## src/rtl/sys_ctrl_pkg.sv

```systemverilog
// Shared constants for the system-control UART protocol (host and responder).
package sys_ctrl_pkg;

  typedef logic [7:0] sc_byte_t;

  // Command opcodes
  localparam sc_byte_t HALT_CPU   = 8'h00;
  localparam sc_byte_t RESUME_CPU = 8'h01;
  localparam sc_byte_t WRITE_MEM  = 8'h02;
  localparam sc_byte_t READ_MEM   = 8'h03;
  localparam sc_byte_t RESET_CPU  = 8'h04;
  localparam sc_byte_t PING       = 8'h05;

  // Response bytes
  localparam sc_byte_t ACK_BYTE    = 8'h00;
  localparam sc_byte_t ILLEGAL_RSP = 8'hFF;

  // sys_ctrl_host state encodings (visible on state_out)
  localparam logic [2:0] ST_IDLE      = 3'd0;
  localparam logic [2:0] ST_SEND_OP   = 3'd1;
  localparam logic [2:0] ST_SEND_AH   = 3'd2;
  localparam logic [2:0] ST_SEND_AL   = 3'd3;
  localparam logic [2:0] ST_SEND_DATA = 3'd4;
  localparam logic [2:0] ST_WAIT_RSP  = 3'd5;
  localparam logic [2:0] ST_RESP      = 3'd6;

  function automatic logic op_is_legal(input sc_byte_t op);
    return (op <= PING);
  endfunction

endpackage

```

## src/rtl/sys_ctrl_byte_sender.sv

```systemverilog
// Turns a one-cycle send request into a single tx_start pulse, issued only
// while the transmitter is idle, and reports the matching tx_done.
module sys_ctrl_byte_sender (
  input  logic       i_clk,
  input  logic       i_rst_n,
  input  logic       i_send,
  input  logic [7:0] i_data,
  input  logic       i_tx_active,
  input  logic       i_tx_done,
  output logic       o_tx_start,
  output logic [7:0] o_tx_data,
  output logic       o_done
);

  logic       r_pend;
  logic       r_start;
  logic       r_wait;
  logic [7:0] r_tx_data;
  logic       w_req;

  assign w_req = i_send | r_pend;

  // Hold the request until the transmitter is free; only our own byte's
  // tx_done is reported, so a done left over from before reset is ignored
  always_ff @(posedge i_clk or negedge i_rst_n) begin
    if (!i_rst_n) begin
      r_pend    <= 1'b0;
      r_start   <= 1'b0;
      r_wait    <= 1'b0;
      r_tx_data <= '0;
    end else begin
      r_start <= w_req & ~i_tx_active;
      r_pend  <= w_req & i_tx_active;
      if (i_send)         r_tx_data <= i_data;
      if (r_start)        r_wait    <= 1'b1;
      else if (i_tx_done) r_wait    <= 1'b0;
    end
  end

  assign o_tx_start = r_start;
  assign o_tx_data  = r_tx_data;
  assign o_done     = r_wait & i_tx_done;

endmodule

```

## src/rtl/uart_rx.sv

```systemverilog
// 8N1 UART receiver with a two-flop input synchroniser and mid-bit sampling.
module uart_rx #(
  parameter int unsigned CLKS_PER_BIT = 16
) (
  input  logic       i_clk,
  input  logic       i_rst_n,
  input  logic       i_rx,
  output logic       o_valid,
  output logic [7:0] o_data
);

  localparam int unsigned CW = $clog2(CLKS_PER_BIT + 1);
  localparam logic [CW-1:0] FULL_MAX = CW'(CLKS_PER_BIT - 1);
  localparam logic [CW-1:0] HALF_MAX = CW'(CLKS_PER_BIT / 2 - 1);

  logic [1:0]    r_sync;
  logic          r_busy;
  logic [CW-1:0] r_cnt;
  logic [3:0]    r_bit;
  logic [7:0]    r_shift;
  logic          r_valid;
  logic [7:0]    r_data;
  logic          w_rx;
  logic          w_sample;

  assign w_rx     = r_sync[1];
  // Bit 0 is the start bit: sample it at half a bit, the rest a full bit apart
  assign w_sample = (r_bit == 4'd0) ? (r_cnt == HALF_MAX) : (r_cnt == FULL_MAX);

  // Frame detection, sampling and byte assembly; bad stop bit drops the byte
  always_ff @(posedge i_clk or negedge i_rst_n) begin
    if (!i_rst_n) begin
      r_sync  <= 2'b11;
      r_busy  <= 1'b0;
      r_cnt   <= '0;
      r_bit   <= '0;
      r_shift <= '0;
      r_valid <= 1'b0;
      r_data  <= '0;
    end else begin
      r_sync  <= {r_sync[0], i_rx};
      r_valid <= 1'b0;
      if (!r_busy) begin
        if (!w_rx) begin
          r_busy <= 1'b1;
          r_cnt  <= '0;
          r_bit  <= '0;
        end
      end else if (w_sample) begin
        r_cnt <= '0;
        if (r_bit == 4'd0) begin
          if (w_rx) r_busy <= 1'b0;  // glitch, not a start bit
          else      r_bit  <= 4'd1;
        end else if (r_bit == 4'd9) begin
          r_busy <= 1'b0;
          if (w_rx) begin
            r_valid <= 1'b1;
            r_data  <= r_shift;
          end
        end else begin
          r_shift <= {w_rx, r_shift[7:1]};
          r_bit   <= r_bit + 4'd1;
        end
      end else begin
        r_cnt <= r_cnt + 1'b1;
      end
    end
  end

  assign o_valid = r_valid;
  assign o_data  = r_data;

endmodule

```

## src/rtl/uart_tx.sv

```systemverilog
// 8N1 UART transmitter. Deliberately has no reset: a byte in flight always
// completes, and an all-zero power-up state is idle with the line high.
module uart_tx #(
  parameter int unsigned CLKS_PER_BIT = 16
) (
  input  logic       i_clk,
  input  logic       i_start,
  input  logic [7:0] i_data,
  output logic       o_tx,
  output logic       o_active,
  output logic       o_done
);

  localparam int unsigned CW = $clog2(CLKS_PER_BIT + 1);
  localparam logic [CW-1:0] FULL_MAX = CW'(CLKS_PER_BIT - 1);

  logic          r_active;
  logic          r_done;
  logic [CW-1:0] r_cnt;
  logic [3:0]    r_bit;
  logic [9:0]    r_shift;

  // Shift out start, 8 data bits LSB first, stop; done pulses as active drops
  always_ff @(posedge i_clk) begin
    r_done <= 1'b0;
    if (!r_active) begin
      if (i_start) begin
        r_shift  <= {1'b1, i_data, 1'b0};
        r_active <= 1'b1;
        r_cnt    <= '0;
        r_bit    <= '0;
      end
    end else if (r_cnt == FULL_MAX) begin
      r_cnt <= '0;
      if (r_bit == 4'd9) begin
        r_active <= 1'b0;
        r_done   <= 1'b1;
      end else begin
        r_bit   <= r_bit + 4'd1;
        r_shift <= {1'b1, r_shift[9:1]};
      end
    end else begin
      r_cnt <= r_cnt + 1'b1;
    end
  end

  assign o_tx     = r_active ? r_shift[0] : 1'b1;
  assign o_active = r_active;
  assign o_done   = r_done;

endmodule

```

## src/rtl/sys_ctrl_host.sv

```systemverilog
// Host-side initiator: serialises one command onto uart_tx, then waits for
// the single response byte (or a timeout) and reports it on the rsp_* port.
module sys_ctrl_host
  import sys_ctrl_pkg::*;
#(
  parameter int unsigned TIMEOUT_CYCLES = 1048576,
  parameter int unsigned TO_W           = 21,
  parameter int unsigned CLKS_PER_BIT   = 868
) (
  input  logic        i_clk,
  input  logic        i_rst_n,
  input  logic        i_cmd_valid,
  output logic        o_cmd_ready,
  input  logic [7:0]  i_cmd_op,
  input  logic [15:0] i_cmd_addr,
  input  logic [7:0]  i_cmd_data,
  output logic        o_rsp_valid,
  output logic [7:0]  o_rsp_data,
  output logic        o_rsp_timeout,
  output logic        o_rsp_nack,
  output logic        o_rx_drop,
  output logic        o_uart_tx,
  input  logic        i_uart_rx,
  output logic        o_busy,
  output logic [7:0]  o_state_out
);

  logic [2:0]      r_state;
  logic [2:0]      w_state_d;
  logic [7:0]      r_op;
  logic [15:0]     r_addr;
  logic [7:0]      r_data;
  logic [TO_W-1:0] r_to_cnt;
  logic [7:0]      r_rsp_data;
  logic            r_rsp_timeout;
  logic            r_rsp_nack;
  logic            r_rx_drop;

  logic            w_accept;
  logic            w_legal;
  logic            w_timeout;
  logic            w_send;
  logic [7:0]      w_send_data;
  logic            w_done;
  logic            w_tx_start;
  logic [7:0]      w_tx_data;
  logic            w_tx_active;
  logic            w_tx_done;
  logic            w_rx_valid;
  logic [7:0]      w_rx_data;

  assign w_accept  = i_cmd_valid && (r_state == ST_IDLE);
  assign w_legal   = op_is_legal(i_cmd_op);
  assign w_timeout = (r_to_cnt == TO_W'(TIMEOUT_CYCLES - 1));

  // Next state and the byte to hand to the sender on each transition
  always_comb begin
    w_state_d   = r_state;
    w_send      = 1'b0;
    w_send_data = r_data;
    case (r_state)
      ST_IDLE: begin
        if (w_accept) begin
          if (w_legal) begin
            w_state_d   = ST_SEND_OP;
            w_send      = 1'b1;
            w_send_data = i_cmd_op;
          end else begin
            w_state_d = ST_RESP;
          end
        end
      end
      ST_SEND_OP: begin
        if (w_done) begin
          if (r_op == WRITE_MEM || r_op == READ_MEM) begin
            w_state_d   = ST_SEND_AH;
            w_send      = 1'b1;
            w_send_data = r_addr[15:8];
          end else begin
            w_state_d = ST_WAIT_RSP;
          end
        end
      end
      ST_SEND_AH: begin
        if (w_done) begin
          w_state_d   = ST_SEND_AL;
          w_send      = 1'b1;
          w_send_data = r_addr[7:0];
        end
      end
      ST_SEND_AL: begin
        if (w_done) begin
          if (r_op == WRITE_MEM) begin
            w_state_d   = ST_SEND_DATA;
            w_send      = 1'b1;
            w_send_data = r_data;
          end else begin
            w_state_d = ST_WAIT_RSP;
          end
        end
      end
      ST_SEND_DATA: if (w_done) w_state_d = ST_WAIT_RSP;
      ST_WAIT_RSP:  if (w_rx_valid || w_timeout) w_state_d = ST_RESP;
      ST_RESP:      w_state_d = ST_IDLE;
      default:      w_state_d = ST_IDLE;
    endcase
  end

  // State, command latch, timeout counter and rx-drop pulse
  always_ff @(posedge i_clk or negedge i_rst_n) begin
    if (!i_rst_n) begin
      r_state   <= ST_IDLE;
      r_op      <= '0;
      r_addr    <= '0;
      r_data    <= '0;
      r_to_cnt  <= '0;
      r_rx_drop <= 1'b0;
    end else begin
      r_state   <= w_state_d;
      r_rx_drop <= w_rx_valid && (r_state != ST_WAIT_RSP);
      if (w_accept) begin
        r_op   <= i_cmd_op;
        r_addr <= i_cmd_addr;
        r_data <= i_cmd_data;
      end
      // WAIT_RSP lasts at most TIMEOUT_CYCLES cycles
      if (w_state_d == ST_WAIT_RSP && r_state != ST_WAIT_RSP) r_to_cnt <= '0;
      else if (r_state == ST_WAIT_RSP)                        r_to_cnt <= r_to_cnt + 1'b1;
    end
  end

  // Response fields; they hold until the next response is produced
  always_ff @(posedge i_clk or negedge i_rst_n) begin
    if (!i_rst_n) begin
      r_rsp_data    <= '0;
      r_rsp_timeout <= 1'b0;
      r_rsp_nack    <= 1'b0;
    end else if (w_accept && !w_legal) begin
      r_rsp_data    <= ILLEGAL_RSP;
      r_rsp_timeout <= 1'b0;
      r_rsp_nack    <= 1'b1;
    end else if (r_state == ST_WAIT_RSP) begin
      if (w_rx_valid) begin  // a byte beats a simultaneous timeout
        r_rsp_data    <= w_rx_data;
        r_rsp_timeout <= 1'b0;
        r_rsp_nack    <= (r_op != READ_MEM) && (w_rx_data != ACK_BYTE);
      end else if (w_timeout) begin
        r_rsp_data    <= '0;
        r_rsp_timeout <= 1'b1;
        r_rsp_nack    <= 1'b0;
      end
    end
  end

  sys_ctrl_byte_sender u_sender (
    .i_clk       (i_clk),
    .i_rst_n     (i_rst_n),
    .i_send      (w_send),
    .i_data      (w_send_data),
    .i_tx_active (w_tx_active),
    .i_tx_done   (w_tx_done),
    .o_tx_start  (w_tx_start),
    .o_tx_data   (w_tx_data),
    .o_done      (w_done)
  );

  uart_tx #(
    .CLKS_PER_BIT (CLKS_PER_BIT)
  ) u_uart_tx (
    .i_clk    (i_clk),
    .i_start  (w_tx_start),
    .i_data   (w_tx_data),
    .o_tx     (o_uart_tx),
    .o_active (w_tx_active),
    .o_done   (w_tx_done)
  );

  uart_rx #(
    .CLKS_PER_BIT (CLKS_PER_BIT)
  ) u_uart_rx (
    .i_clk   (i_clk),
    .i_rst_n (i_rst_n),
    .i_rx    (i_uart_rx),
    .o_valid (w_rx_valid),
    .o_data  (w_rx_data)
  );

  assign o_cmd_ready   = (r_state == ST_IDLE);
  assign o_busy        = ~o_cmd_ready;
  assign o_rsp_valid   = (r_state == ST_RESP);
  assign o_rsp_data    = r_rsp_data;
  assign o_rsp_timeout = r_rsp_timeout;
  assign o_rsp_nack    = r_rsp_nack;
  assign o_rx_drop     = r_rx_drop;
  assign o_state_out   = {5'd0, r_state};

endmodule

```

## config.mk

```make
export PLATFORM = sky130hd
export DESIGN_NAME = sys_ctrl_host
export DESIGN_NICKNAME = d
export VERILOG_FILES = /design/src/rtl/sys_ctrl_pkg.sv /design/src/rtl/sys_ctrl_byte_sender.sv /design/src/rtl/uart_rx.sv /design/src/rtl/uart_tx.sv /design/src/rtl/sys_ctrl_host.sv
export SDC_FILE = /design/constraint.sdc
export NUM_CORES = 1
export LEC_CHECK = 0
export CAP_MARGIN = 0
export CORE_MARGIN = 2
export CORE_UTILIZATION = 50
export DETAILED_ROUTE_END_ITERATION = 6
export GPL_ROUTABILITY_DRIVEN = 0
export GPL_TIMING_DRIVEN = 0
export PLACE_DENSITY = 0.76
export SLEW_MARGIN = 20
export SYNTH_ARGS = -nofsm -noshare
export SYNTH_HDL_FRONTEND = slang
export SYNTH_SLANG_ARGS = --single-unit
```

## constraint.sdc

```tcl
create_clock -name i_clk -period 7.1 [get_ports i_clk]
set_clock_uncertainty 0.05 [all_clocks]
set_input_delay 1.42 -clock i_clk [delete_from_list [all_inputs] [get_ports i_clk]]
set_output_delay 1.42 -clock i_clk [all_outputs]
set_load 0.02 [all_outputs]
```

==> key figures <==
Routing
  • Final WL: 13.0 mm
  • Vias per Instance: 5.58
  • Routed len/inst: 16.3 microns
  • DR pass1 iterations: 5
  • Vias: 4,469
  • Detail Route Antenna Nets: 0
  • DRC viols: 0
  • Initial DRC count: 262

Power and ir drop
  • VDD IR max: 0.000183 V
  • NetSw: 0.848 mW
  • P per Cell Area: 363 nW/um^2
  • Switch share: 30.1%
  • Leak Pwr: 3.26 nW
  • Clock power frac: 32.8%
  • Flop pwr share: 43.4%
  • Combinational share of power: 23.8%
  • Pint: 1.97 mW

Cells and area
  • Inserted Diodes: 0
  • Fin util: 62.1%
  • Fin cells: 801
  • Layout area overhead: 22.4%
  • Final net count: 660
  • Layout cells sized above 1: 20.0%

Synth
  • Synth top area cells: dfrtp_1, edfxtp_1, mux2_2, nor2_1, nand2_1
  • Yosys warning count: 0
  • Mapped Cells: 539
  • Post-synth EDFFs: 23
  • Share of the synthesized area in the top cell type: 43.4%
  • Avg Cell Area, Syn: 11.8 sq um
  • Post-synthesis cell type count: 66
  • Sequential area share after synthesis: 55.7%
  • Asr flop ratio synth: 81.8%
  • Register bit total from synthesis: 137
  • Synth Cell Area: 6350 sq um
  • Top FF cell, synth: dfrtp_1
  • Cell taking the most area after synthesis: dfrtp_1

Timing
  • Crit path time final: 3640 ps
  • Setup ws final: 3460 ps
  • Final TNS setup: 0 ps
  • # setup viols final: 0
  • Worst slew pin tran: 710 ps
  • Slew headroom: 52.7%
  • RSZ-0062 raised after global routing: no
  • Max Slew Vio Count: 0
  • Highest Clock Rate: 0.275 GHz
  • Hold WS: 305 ps
  • Final hold violations: 0
  • Final worst-path cycle share: 51.2%

Worst setup path
  • Crit-path max cell delay: 620 ps
  • Slowest-stage cell, CP: clkdlybuf4s50_1
  • R2R depth: 7
  • Worst endpoint required time: 5630 ps
  • Crit path to: o_cmd_ready
  • Crit path launch: r_state[2]
  • CP arrival: 2170 ps
  • Nature of the critical path startpoint: flip-flop
  • Setup CP Type: reg2out
  • Terminus of the critical flop-to-flop path: u_uart_rx.r_shift[7]
  • Max Fanout on Critical Path: 10
  • R2r startpoint: u_uart_rx.r_bit[0]
  • Crit end category: primary output
  • Flop-to-flop setup slack: 4510 ps
  • CP cell instances: buf_4, or3_1, inv_1, clkdlybuf4s50_1

CTS
  • Clock buffer depth: 2
  • Num CTS Buffers: 17
  • Clk root buf: clkbuf_16
  • Post-CTS Repair Setup Buffers: 0
  • Hold buffer count at cts: 0
  • # resized after CTS: 0
  • Sinks on Clock Net: 137
  • Worst-path clk slew: 60 ps
  • Clk_lat worst skew: 420 ps
  • CTS tree: yes
  • H-tree depth: 4

Die
  • Chip Height: 117 microns
  • Top-level I/O count: 59
  • Row cnt: 41
  • Initial Util: 50.7%
  • Die width: 117 microns
  • DIE AREA: 13,600 sq um
  • Core outline area: 12,500 sq um

Global route
  • Initial antenna violation count: 0
  • Global-route usage over all layers: 20.7%
  • Gr ovfl total: 0
  • First-pass GRT wire length: 21.7 mm
  • Vias in the first global route: 4,425
  • Largest net degree at the start of global routing: 85

Placed design
  • Pre-CTS WS: 3490 ps
  • Placed cell count: 769
  • # port buffers: 53
  • DP HPWL: 9.20 mm

Run
  • Max cap viols: 0

Hold path
  • Hold Path Class: reg2reg

Run status
  • Status: finished clean
[layout make-up]
type                    count  area [sq um]
plain buffers              32           184
clock buffers              19           464
clock inverters            13           165
fillers                  1009          4750
inverters                  13          48.8
multi-input cells         361          2600
flip-flops and latches    137          3540
well taps                 172           215
repair buffers             54           559
[cell usage after synthesis, types with 2 or more instances]
master    count
buf_6         2
nand4b_1      2
a22o_1        3
buf_4        11
dfrtp_1     110
a222oi_1      7
xor2_1        4
edfxtp_1     23
a41oi_1       2
o21ai_0      24
or3_1         5
mux2_2       56
nand2b_1     12
nand3_1      17
nor4_2        2
nor3_4        2
clkbuf_1     12
o211ai_1     13
a21oi_1      21
o221ai_1      2
nor4_1        4
and2_1        8
and3_1       12
xnor2_1       8
nor2_1       37
inv_1        13
o31ai_1       2
a211o_1       3
a31oi_1      10
and4_1        4
nand2_1      36
mux2i_1       5
ha_1          8
nor2b_1       5
nand4_1       7
nor2_2        2
dfxtp_1       2
a221o_1       8
nor3_1        2
dfstp_2       2
buf_2         6
[flip-flops by register name, summed over array words and instances, names as in the netlist, 2 cells and up]
register / cells
r_to_cnt: 21
o_rsp_data: 8
u_uart_rx.r_cnt: 10
u_uart_tx.r_shift: 9
r_addr: 16
u_uart_tx.r_cnt: 10
u_uart_rx.r_bit: 4
u_uart_rx.r_sync: 2
u_uart_rx.o_data: 8
r_state: 3
u_sender.o_tx_data: 8
u_uart_tx.r_bit: 4
r_op: 8
r_data: 8
u_uart_rx.r_shift: 8
[power groups by stage]
stage,logic [mW],registers [mW],clock network (mW)
floorplan,0.480,1.19,0
global placement,0.638,1.22,0
detailed placement,0.670,1.23,0
CTS,0.675,1.22,0.938
global route,0.743,1.25,0.975
finish,0.670,1.22,0.923
[layout by cell type, fill, tap and decap left out, types with 10 or more instances in the layout]
master	n
a21oi_1	20
a31oi_1	10
and3_1	12
buf_4	11
clkbuf_1	12
clkbuf_16	18
clkdlybuf4s50_1	52
dfrtp_1	110
edfxtp_1	23
inv_1	13
mux2_2	56
nand2_1	36
nand2b_1	12
nand3_1	17
nor2_1	37
o211ai_1	13
o21ai_0	24
[cells by family (layout without fill, tap and decap cells)]
logic type,count (synthesis),after routing,synth area share (%)
compound gates,105,105,11.6
xor+xnor,12,12,1.66
fa+ha+maj,8,8,1.58
buf+inv,45,131,3.67
flops,137,137,55.7
mux,61,61,10.7
other cells,1,5,0.0591
simple gates,170,170,15.0
[metrics by stage]
step / power (mW) / instance area (sq um)
floorplan: 1.67 / 6360
global placement: 1.86 / 7110
detailed placement: 1.90 / 7140
CTS: 2.84 / 7760
global route: 2.97 / 7770
finish: 2.82 / 7770
[worst min-delay path by stage]
stage | from | to | slack [ps] | depth (start not counted)
floorplan | u_uart_rx.r_sync[0] | u_uart_rx.r_sync[1] | 300 | 0
detailed placement | u_uart_rx.r_sync[0] | u_uart_rx.r_sync[1] | 300 | 0
CTS | u_uart_rx.r_sync[0] | u_uart_rx.r_sync[1] | 310 | 0
global route | u_uart_rx.r_sync[0] | u_uart_rx.r_sync[1] | 310 | 0
global placement | u_uart_rx.r_sync[0] | u_uart_rx.r_sync[1] | 300 | 0
finish | u_uart_rx.r_sync[0] | u_uart_rx.r_sync[1] | 300 | 0
[metal layers]
layer	vias to the layer above	wire, microns	GRT usage, %
met2	82	6550	34.0
li1	2139	-	-
met4	0	249	8.24
met5	-	0	0
met1	2229	5730	26.7
met3	19	503	5.14
[critical path, delay by kind of cell, from the launching register on]
kind          cells  cell delay (ps)
buf+inv           3              960
flops             1              460
simple gates      1              340
Note: power is estimated with default switching activity, not from simulation.
